`src/rtl/camera_burst_pkg.sv`:
```
// Shared types and helpers for the camera line-FIFO burst scheduler.
package camera_burst_pkg;

    localparam int STATE_W    = 3;
    localparam int MAX_RD_LAT = 2;

    typedef enum logic [STATE_W-1:0] {
        IDLE      = 3'd0,
        ARM       = 3'd1,
        REQ       = 3'd2,
        BURST     = 3'd3,
        DRAIN     = 3'd4,
        WAIT_DONE = 3'd5
    } state_t;

    function automatic logic [31:0] min_len(input logic [31:0] a, input logic [31:0] b);
        return (a < b) ? a : b;
    endfunction

endpackage

```
`src/rtl/camera_rd_lat_pipe.sv`:
```
// Valid shift register matching the FIFO rd_en-to-rd_data latency.
module camera_rd_lat_pipe #(
    parameter int DEPTH = 1
) (
    input  logic clk,
    input  logic rst_n,
    input  logic din,
    output logic dout
);

    logic [DEPTH-1:0] sr;

    always_ff @(posedge clk or negedge rst_n) begin
        if (!rst_n) begin
            sr <= '0;
        end else begin
            sr[0] <= din;
            for (int i = 1; i < DEPTH; i++) begin
                sr[i] <= sr[i-1];
            end
        end
    end

    assign dout = sr[DEPTH-1];

endmodule

```
`src/rtl/camera_fifo_burst_ctrl.sv`:
```
// Read-side scheduler: turns FIFO water level into fixed-length DDR write bursts per frame.
// Handshake: wr_req/wr_addr/wr_len hold until a one-cycle wr_grant; beats follow with no backpressure.
module camera_fifo_burst_ctrl
    import camera_burst_pkg::*;
#(
    parameter int DATA_W    = 32,
    parameter int LEVEL_W   = 11,
    parameter int ADDR_W    = 28,
    parameter int BURST_LEN = 64,
    parameter int BLEN_W    = 8,
    parameter int FRAME_W   = 22,
    parameter int RD_LAT    = 1,
    parameter int ADDR_INC  = 4
) (
    input  logic               clk,
    input  logic               rst_n,
    input  logic               frame_start,
    input  logic [ADDR_W-1:0]  cfg_base_addr,
    input  logic [FRAME_W-1:0] cfg_frame_words,
    output logic               fifo_rd_en,
    input  logic [DATA_W-1:0]  fifo_rd_data,
    input  logic               fifo_rd_empty,
    input  logic [LEVEL_W-1:0] fifo_rd_level,
    output logic               wr_req,
    input  logic               wr_grant,
    output logic [ADDR_W-1:0]  wr_addr,
    output logic [BLEN_W-1:0]  wr_len,
    output logic [DATA_W-1:0]  wr_data,
    output logic               wr_data_valid,
    input  logic               wr_done,
    output logic               frame_done,
    output logic               busy,
    output logic               err_overrun,
    output logic               err_underflow,
    output logic [STATE_W-1:0] dbg_state
);

    localparam int DRAIN_W = $clog2(MAX_RD_LAT + 1);

    state_t              state;
    logic [ADDR_W-1:0]   addr_q;
    logic [ADDR_W-1:0]   pend_base;
    logic [FRAME_W-1:0]  words_left;
    logic [FRAME_W-1:0]  pend_words;
    logic [FRAME_W-1:0]  words_next;
    logic                pend_restart;
    logic                done_seen;
    logic [BLEN_W-1:0]   beat_cnt;
    logic [DRAIN_W-1:0]  drain_cnt;
    logic [31:0]         blen;
    logic                restart_now;

    assign blen        = min_len(32'(BURST_LEN), 32'(words_left));
    assign words_next  = words_left - FRAME_W'(wr_len);
    // A zero-length restart carries nothing to reload, so it only flags the overrun.
    assign restart_now = frame_start && (state != IDLE) && (cfg_frame_words != '0);

    always_ff @(posedge clk or negedge rst_n) begin
        if (!rst_n) begin
            state         <= IDLE;
            addr_q        <= '0;
            pend_base     <= '0;
            words_left    <= '0;
            pend_words    <= '0;
            pend_restart  <= 1'b0;
            done_seen     <= 1'b0;
            beat_cnt      <= '0;
            drain_cnt     <= '0;
            fifo_rd_en    <= 1'b0;
            wr_req        <= 1'b0;
            wr_addr       <= '0;
            wr_len        <= '0;
            frame_done    <= 1'b0;
            err_overrun   <= 1'b0;
            err_underflow <= 1'b0;
        end else begin
            frame_done <= 1'b0;
            if (fifo_rd_en && fifo_rd_empty) err_underflow <= 1'b1;
            if (wr_done && (state == BURST || state == DRAIN)) done_seen <= 1'b1;

            case (state)
                IDLE: begin
                    if (frame_start && cfg_frame_words != '0) begin
                        addr_q     <= cfg_base_addr;
                        words_left <= cfg_frame_words;
                        state      <= ARM;
                    end
                end
                ARM: begin
                    if (pend_restart) begin
                        addr_q       <= pend_base;
                        words_left   <= pend_words;
                        pend_restart <= 1'b0;
                    end else if (words_left == '0) begin
                        frame_done <= 1'b1;
                        state      <= IDLE;
                    end else if (32'(fifo_rd_level) >= blen) begin
                        wr_addr <= addr_q;
                        wr_len  <= BLEN_W'(blen);
                        wr_req  <= 1'b1;
                        state   <= REQ;
                    end
                end
                REQ: begin
                    if (wr_grant) begin
                        wr_req     <= 1'b0;
                        fifo_rd_en <= 1'b1;
                        beat_cnt   <= '0;
                        state      <= BURST;
                    end
                end
                BURST: begin
                    beat_cnt <= beat_cnt + 1'b1;
                    if (beat_cnt == wr_len - 1'b1) begin
                        fifo_rd_en <= 1'b0;
                        drain_cnt  <= '0;
                        state      <= DRAIN;
                    end
                end
                DRAIN: begin
                    if (drain_cnt == DRAIN_W'(RD_LAT - 1)) state <= WAIT_DONE;
                    else drain_cnt <= drain_cnt + 1'b1;
                end
                WAIT_DONE: begin
                    if (wr_done || done_seen) begin
                        done_seen  <= 1'b0;
                        addr_q     <= addr_q + ADDR_W'(32'(wr_len) * 32'(ADDR_INC));
                        words_left <= words_next;
                        // Last burst finishes the frame here unless a restart has aborted it.
                        if (words_next == '0 && !pend_restart && !restart_now) begin
                            frame_done <= 1'b1;
                            state      <= IDLE;
                        end else begin
                            state <= ARM;
                        end
                    end
                end
                default: state <= IDLE;
            endcase

            if (frame_start && state != IDLE) err_overrun <= 1'b1;
            if (restart_now) begin
                pend_restart <= 1'b1;
                pend_base    <= cfg_base_addr;
                pend_words   <= cfg_frame_words;
            end
        end
    end

    camera_rd_lat_pipe #(
        .DEPTH(RD_LAT)
    ) u_rd_lat_pipe (
        .clk  (clk),
        .rst_n(rst_n),
        .din  (fifo_rd_en),
        .dout (wr_data_valid)
    );

    assign wr_data   = fifo_rd_data;
    assign busy      = (state != IDLE);
    assign dbg_state = state;

endmodule
```
`config.mk`:
```
export PLATFORM = sky130hd
export DESIGN_NAME = camera_fifo_burst_ctrl
export DESIGN_NICKNAME = d
export VERILOG_FILES = /design/src/rtl/camera_burst_pkg.sv /design/src/rtl/camera_rd_lat_pipe.sv /design/src/rtl/camera_fifo_burst_ctrl.sv
export SDC_FILE = /design/constraint.sdc
export NUM_CORES = 1
export LEC_CHECK = 0
export BUFFER_PORTS_ARGS = -buffer_cell sky130_fd_sc_hd__buf_2
export CAP_MARGIN = 20
export CORE_ASPECT_RATIO = 1.1
export CORE_MARGIN = 10
export CORE_UTILIZATION = 55
export DETAILED_ROUTE_END_ITERATION = 10
export PLACE_DENSITY = 0.79
export SYNTH_ARGS = -nofsm -noshare
export SYNTH_HDL_FRONTEND = slang
export SYNTH_HIERARCHICAL = 1
export SYNTH_SLANG_ARGS = --single-unit
```
`constraint.sdc`:
```
create_clock -name clk -period 10.24 [get_ports clk]
set_clock_uncertainty 0.15 [all_clocks]
set_input_delay 2.048 -clock clk [delete_from_list [all_inputs] [get_ports clk]]
set_output_delay 2.048 -clock clk [all_outputs]
set_load 0.02 [all_outputs]
```
==> results of run 1 <==
stage by stage:
step                hold slack [ns]  setup WS [ns]  total power, mW
finish                       0.3028          5.499            3.318
global route                 0.3415          5.245            3.535
CTS                          0.3079          5.111            3.300
detailed placement           0.2934          5.126            2.686
global placement             0.2881          5.233            2.645
floorplan                    0.3102          5.860            2.247
placed cells by master, fill, tap and decap left out, types with 4 or more instances in the layout:
cell type / n
buf_4: 11
buf_2: 111
a22o_1: 16
or3_1: 6
a21o_1: 11
a31oi_1: 14
clkbuf_16: 17
mux2_2: 59
a221o_1: 6
o211ai_1: 10
a211oi_1: 7
nor2_1: 58
nor4b_1: 4
nand3_1: 27
a41oi_1: 4
inv_6: 4
a22oi_1: 9
a221oi_1: 12
nand2_1: 63
ha_1: 30
nand4_1: 7
dfrtp_1: 157
conb_1: 4
and3_1: 8
xor2_1: 11
nor3_1: 27
nand2b_1: 4
o21ai_1: 6
o31a_1: 4
mux2i_1: 6
nor4_1: 13
a21oi_1: 42
xnor2_1: 9
o21ai_0: 88
mux2_1: 23
and2_1: 4
o31ai_1: 7
inv_1: 20
a222oi_1: 8
o311ai_0: 5
power by group:
group          total, mW  internal [mW]  switching (mW)
sequential          1.15          0.883           0.264
combinational       1.57          0.623           0.946
clock              0.602          0.336           0.266
total               3.32           1.84            1.48
worst paths after layout:
path / end / slack, ns / cells after the start / from
worst max-delay path: addr_q[27] / 5.50 / 9 / cfg_frame_words[18]
worst min-delay path: err_underflow / 0.30 / 1 / err_underflow
worst max register to register: wr_addr[16] / 5.53 / 14 / words_left[13]
worst min register to register: err_underflow / 0.30 / 1 / err_underflow
max in group asynchronous: addr_q[21] / 7.35 / 3 / rst_n
min in group asynchronous: pend_words[2] / 1.50 / 1 / rst_n
logic make-up (layout without fill, tap and decap cells):
family | Yosys count | in the layout
AO/OA/AOI/OAI | 277 | 277
AND/OR/NAND/NOR | 244 | 244
flip-flops | 157 | 157
buffers and inverters | 100 | 177
multiplexers | 88 | 88
adder cells (fa/ha/maj) | 32 | 32
XOR/XNOR | 20 | 20
other | 1 | 4
final cells by class:
type | count | area share, %
clock buffer | 20 | 4.279
timing repair buffer | 125 | 6.706
sequential | 157 | 38.49
tap | 204 | 2.501
clock inverter | 11 | 1.079
inverter | 21 | 0.7723
multi-input combinational | 665 | 46.17
critical path: stages:
cell and delay (ns):
buf_2 0.11, nor4_1 0.59, nand4_1 0.29, o211ai_1 0.37, a211o_2 0.56, buf_4 0.47
nor2_1 0.10, a21oi_1 0.15, o311ai_0 0.17
state kept, by name, summed over array words and instances (netlist names), 2 cells and up:
name / flops
pend_words: 22
pend_base: 28
drain_cnt: 2
wr_addr: 28
wr_len: 8
beat_cnt: 8
dbg_state: 3
words_left: 22
addr_q: 28
per-layer routing:
layer	track usage (%)	wire, um
met5	0	0
met4	8.407	675
met3	5.572	1985
met2	35.87	11890
met1	29.67	10720
==> results.yml, run 1 <==
setup_path:
  arrival_ns: 4.87
  cp-start-kind: "primary input"
  critPathRequiredTime_ns: 10.37
  crit_fanout: 43
  crit_type: "in -> reg"
  worst_setup_path_end_kind: "register"
synth:
  synth.distinct_cells: 72
  synth-adder-area-share_pct: 4.539
  synth_flop_cell: "dfrtp_1"
  synth-edff-count: 0
  synth_top_family_by_area: "compound AO/OA/AOI/OAI gates"
  ys_seq_elements: 157
  synth_most_common_cell: "dfrtp_1"
  synth_area_um2: 9151
  postSynthAreaPerCell_um2: 9.958
  ys_warn_count: 6
  synthArstFlopShare_pct: 100.0
  synth_top_cell_by_area: "dfrtp_1"
  synth.top_cells.by_area: "dfrtp_1, mux2_2, o21ai_0"
  synthXorXnorAreaFrac_pct: 1.914
  synth-simple-area-share_pct: 13.41
  synth_common_cells: "dfrtp_1, o21ai_0, nand2_1, mux2_2, nor2_1"
  syn-instance-count: 919
  synth_mux_area_share_pct: 10.75
  synth_compound_area_share_pct: 20.41
  synth_top_area_share_pct: 42.93
  synth-seq-area-share_pct: 42.93
routing:
  drt_pre_antenna_iters: 5
  wl_per_cell_um: 21.01
  antenna_violating_nets_post_route: 0
  drt-initial-drc-count: 670
  wirelength_um: 25270
  drc_errors: 0
  vias_per_cell: 6.437
  vias: 7744
sta:
  worstMarginPinSlew_ns: 1.125
  maxSlewViolCount: 0
  relSlewSlack_pct: 24.77
  rsz0062_at_grt: "false"
  fin_crit_ns: 4.741
  fin_crit_sh_pct: 46.30
  setup_viol: 0
  tns_ns: 0
  fmax_ghz: 0.2109
  hold_viol: 0
global_routing:
  grt_pass1_wl_um: 40810
  grt_usage_pct: 22.77
  antenna_found_initial: 0
  gr-total-overflow: 0
  grt_max_degree: 85
  grt_pass1_vias: 7832
cts:
  clock_sinks: 157
  post_cts_resized: 0
  cts_root_buf: "clkbuf_16"
  htreeDepth: 4
  clk_latency_ns: 0.43
  clockBufferDepth: 2
  clk_transition_reported_paths_ns: 0.06
  numCtsBuffers: 17
  hold_buffers: 0
  cts_tree: "done"
  post_cts_buffers: 0
place:
  place_inst: 1170
  port_buffers: 112
  place.gp.congestion: 0.9403
  dp_hpwl_um: 17620
  place_area_um2: 9624
worst_hold_path:
  min_path_type: "reg -> reg"
finish:
  fin_cells: 1203
  area_growth_pct: 11.53
  antenna_cells: 0
  layout.nets: 1118
  utilization_pct: 62.35
  multi_input_area_um2: 4712
  stdcell_area_um2: 10210
  regArea_um2: 3929
  drive_gt1_share_pct: 22.92
  fillers: 1355
power:
  powerDensity_nw_per_um2: 325.1
  leakage_nw: 4.410
  vdd.ir_drop.worst_mv: 0.1647
die:
  ios: 177
  die_area_um2: 22200
  start_util_pct: 55.90
  coreArea_um2: 16370
  die_w_um: 143.0
  num_rows: 49
  fp.dieH_um: 155.3
outcome:
  outcome: "complete, no violations"
flow_run:
  cap_violations: 0
Power figures use the tool's default switching activity.
==> inputs of run 2 (changes only) <==
--- a/config.mk
+++ b/config.mk
@@ -9,9 +9,9 @@
 export CAP_MARGIN = 20
 export CORE_ASPECT_RATIO = 1.1
 export CORE_MARGIN = 10
-export CORE_UTILIZATION = 55
+export CORE_UTILIZATION = 51
 export DETAILED_ROUTE_END_ITERATION = 10
-export PLACE_DENSITY = 0.79
+export PLACE_DENSITY = 0.77
 export SYNTH_ARGS = -nofsm -noshare
 export SYNTH_HDL_FRONTEND = slang
 export SYNTH_HIERARCHICAL = 1
==> constraint.sdc (replaced) <==
create_clock -name clk -period 4.27 [get_ports clk]
set_clock_uncertainty 0.15 [all_clocks]
set_input_delay 0.854 -clock clk [delete_from_list [all_inputs] [get_ports clk]]
set_output_delay 0.854 -clock clk [all_outputs]
set_load 0.02 [all_outputs]
==> run 2 against run 1 <==
Compared with the run above:
- final cell count rose by 3.9%
- register-to-register slack got worse by 5.3 ns
- sequential power rose by 140%
- first-iteration DRC count rose by 9.0%
- core utilization fell by 3.3 points
- via count fell by 0.35%
- worst hold slack got worse by 0.0092 ns
- largest power group unchanged
==> results.yml, run 2 (synthesis results as in run 1) <==
outcome:
  outcome: "complete, no violations"
finish:
  final_cell_mix: "dfrtp_1, buf_2, o21ai_0"
  layout.nets: 1130
  fin_cells: 1250
  reg.largest.list: "addr_q: 28 flops, pend_base: 28 flops, wr_addr: 28 flops"
  area_growth_pct: 14.04
  final_common_cell: "dfrtp_1"
  antenna_cells: 0
  drive_gt1_share_pct: 24.51
  utilization_pct: 59.04
global_routing:
  antenna_found_initial: 0
  grt_pass1_vias: 7693
  grt_pass1_wl_um: 41270
  grt_usage_pct: 21.42
  gr-total-overflow: 0
  grt_max_degree: 86
power:
  vdd.ir_drop.worst_mv: 0.4023
  leakage_nw: 4.516
  power_mw: 8.199
  powerDensity_nw_per_um2: 785.6
routing:
  drt_pre_antenna_iters: 7
  wirelength_um: 25870
  wl_per_cell_um: 20.70
  drt-initial-drc-count: 730
  vias: 7717
  vias_per_cell: 6.174
  antenna_violating_nets_post_route: 0
  drc_errors: 0
sta:
  fmax_ghz: 0.2494
  relSlewSlack_pct: 46.00
  fin_crit_sh_pct: 93.91
  worstMarginPinSlew_ns: 0.8100
  fin_crit_ns: 4.010
  maxSlewViolCount: 0
  hold_viol: 0
  setup_ws_ns: 0.2601
  tns_ns: 0
  rsz0062_at_grt: "false"
  setup_viol: 0
setup_path:
  crit_fanout: 45
  path_buf_inv: 4
  critPathRequiredTime_ns: 4.44
  worst_setup_path_end_kind: "register"
  crit_slowest_cell: "or4_4"
  critPathTopFamily: "simple AND/OR/NAND/NOR gates"
  arrival_ns: 4.18
  cp-start-kind: "register"
  crit_type: "reg -> reg"
  max_stage_delay_ns: 0.60
  crit_top_cell: "buf_4"
  path_cells: "or4_4, nor2_2, nand3_2, a2111oi_2, buf_4, buf_4, nand2_1, ha_1, o2111ai_1, o21ai_0, o21ai_0, buf_4, nor4_4, buf_12, mux2_1"
cts:
  clk_transition_reported_paths_ns: 0.07
  clockBufferDepth: 2
  htreeDepth: 4
  numCtsBuffers: 17
  hold_buffers: 0
  cts_root_buf: "clkbuf_16"
  clk_latency_ns: 0.45
  cts_tree: "done"
  clock_sinks: 157
place:
  place_inst: 1215
  pre_cts_ws_ns: 0.1510
  place.gp.congestion: 0.9534
  dp_hpwl_um: 18500
  port_buffers: 112
flow_run:
  cap_violations: 0
die:
  die_area_um2: 23710
  start_util_pct: 51.77
  num_rows: 51
  die_w_um: 147.7
  coreArea_um2: 17680
  fp.dieH_um: 160.5
  ios: 177
worst_hold_path:
  min_path_type: "in -> async"
[run 2: changes by cell type in the layout (fill, tap and decap cells not counted), sizes merged]
cell      before  now
clkbuf        21   17
clkinvlp       3    2
buf          124  137
inv           24   29
[run 2: repair_timing]
item,4_1_cts,5_1_grt
setup buffers,0,2
endpoints found under the setup margin,0,30
resized for setup,0,3
[run 2: cell type report]
type	instances	area, um2
Clock inverter	15	173.9
Timing Repair Buffer	137	808.3
Inverter	21	78.83
Tap cell	238	297.8
Clock buffer	17	425.4
Multi-Input combinational cell	665	4723
Sequential cell	157	3929
Fill cell	1559	7239
[run 2: stage by stage]
step | hold WS (ns) | instance area [um2]
2_1_floorplan | 0.3102 | 9163
3_3_place_gp | 0.2865 | 9799
3_5_place_dp | 0.2892 | 9799
4_1_cts | 0.3047 | 10400
5_1_grt | 0.3547 | 10440
6_report | 0.2935 | 10440
[run 2: worst paths after layout]
path	start	to	slack, ns	cells past startpoint
setup / recovery	words_left[14]	wr_addr[26]	0.26	15
hold / removal	rst_n	words_left[0]	0.29	1
setup reg to reg	words_left[14]	wr_addr[26]	0.26	15
hold reg to reg	err_underflow	err_underflow	0.30	1
max in group asynchronous	rst_n	words_left[12]	2.81	2
min in group clk	err_underflow	err_underflow	0.30	1
[run 2: metal layers]
layer / vias to the layer above / GRT usage [%] / part of all wire (%)
li1: 3589 / - / -
met1: 3810 / 28.01 / 44
met2: 278 / 34.64 / 48
met3: 40 / 4.834 / 6.5
met4: 0 / 6.492 / 1.7
met5: - / 0 / 0
[run 2: power breakdown]
part	internal, mW	switching, mW	total (mW)
Combinational	1.60	2.32	3.92
Sequential	2.12	0.611	2.73
Clock	0.837	0.711	1.55
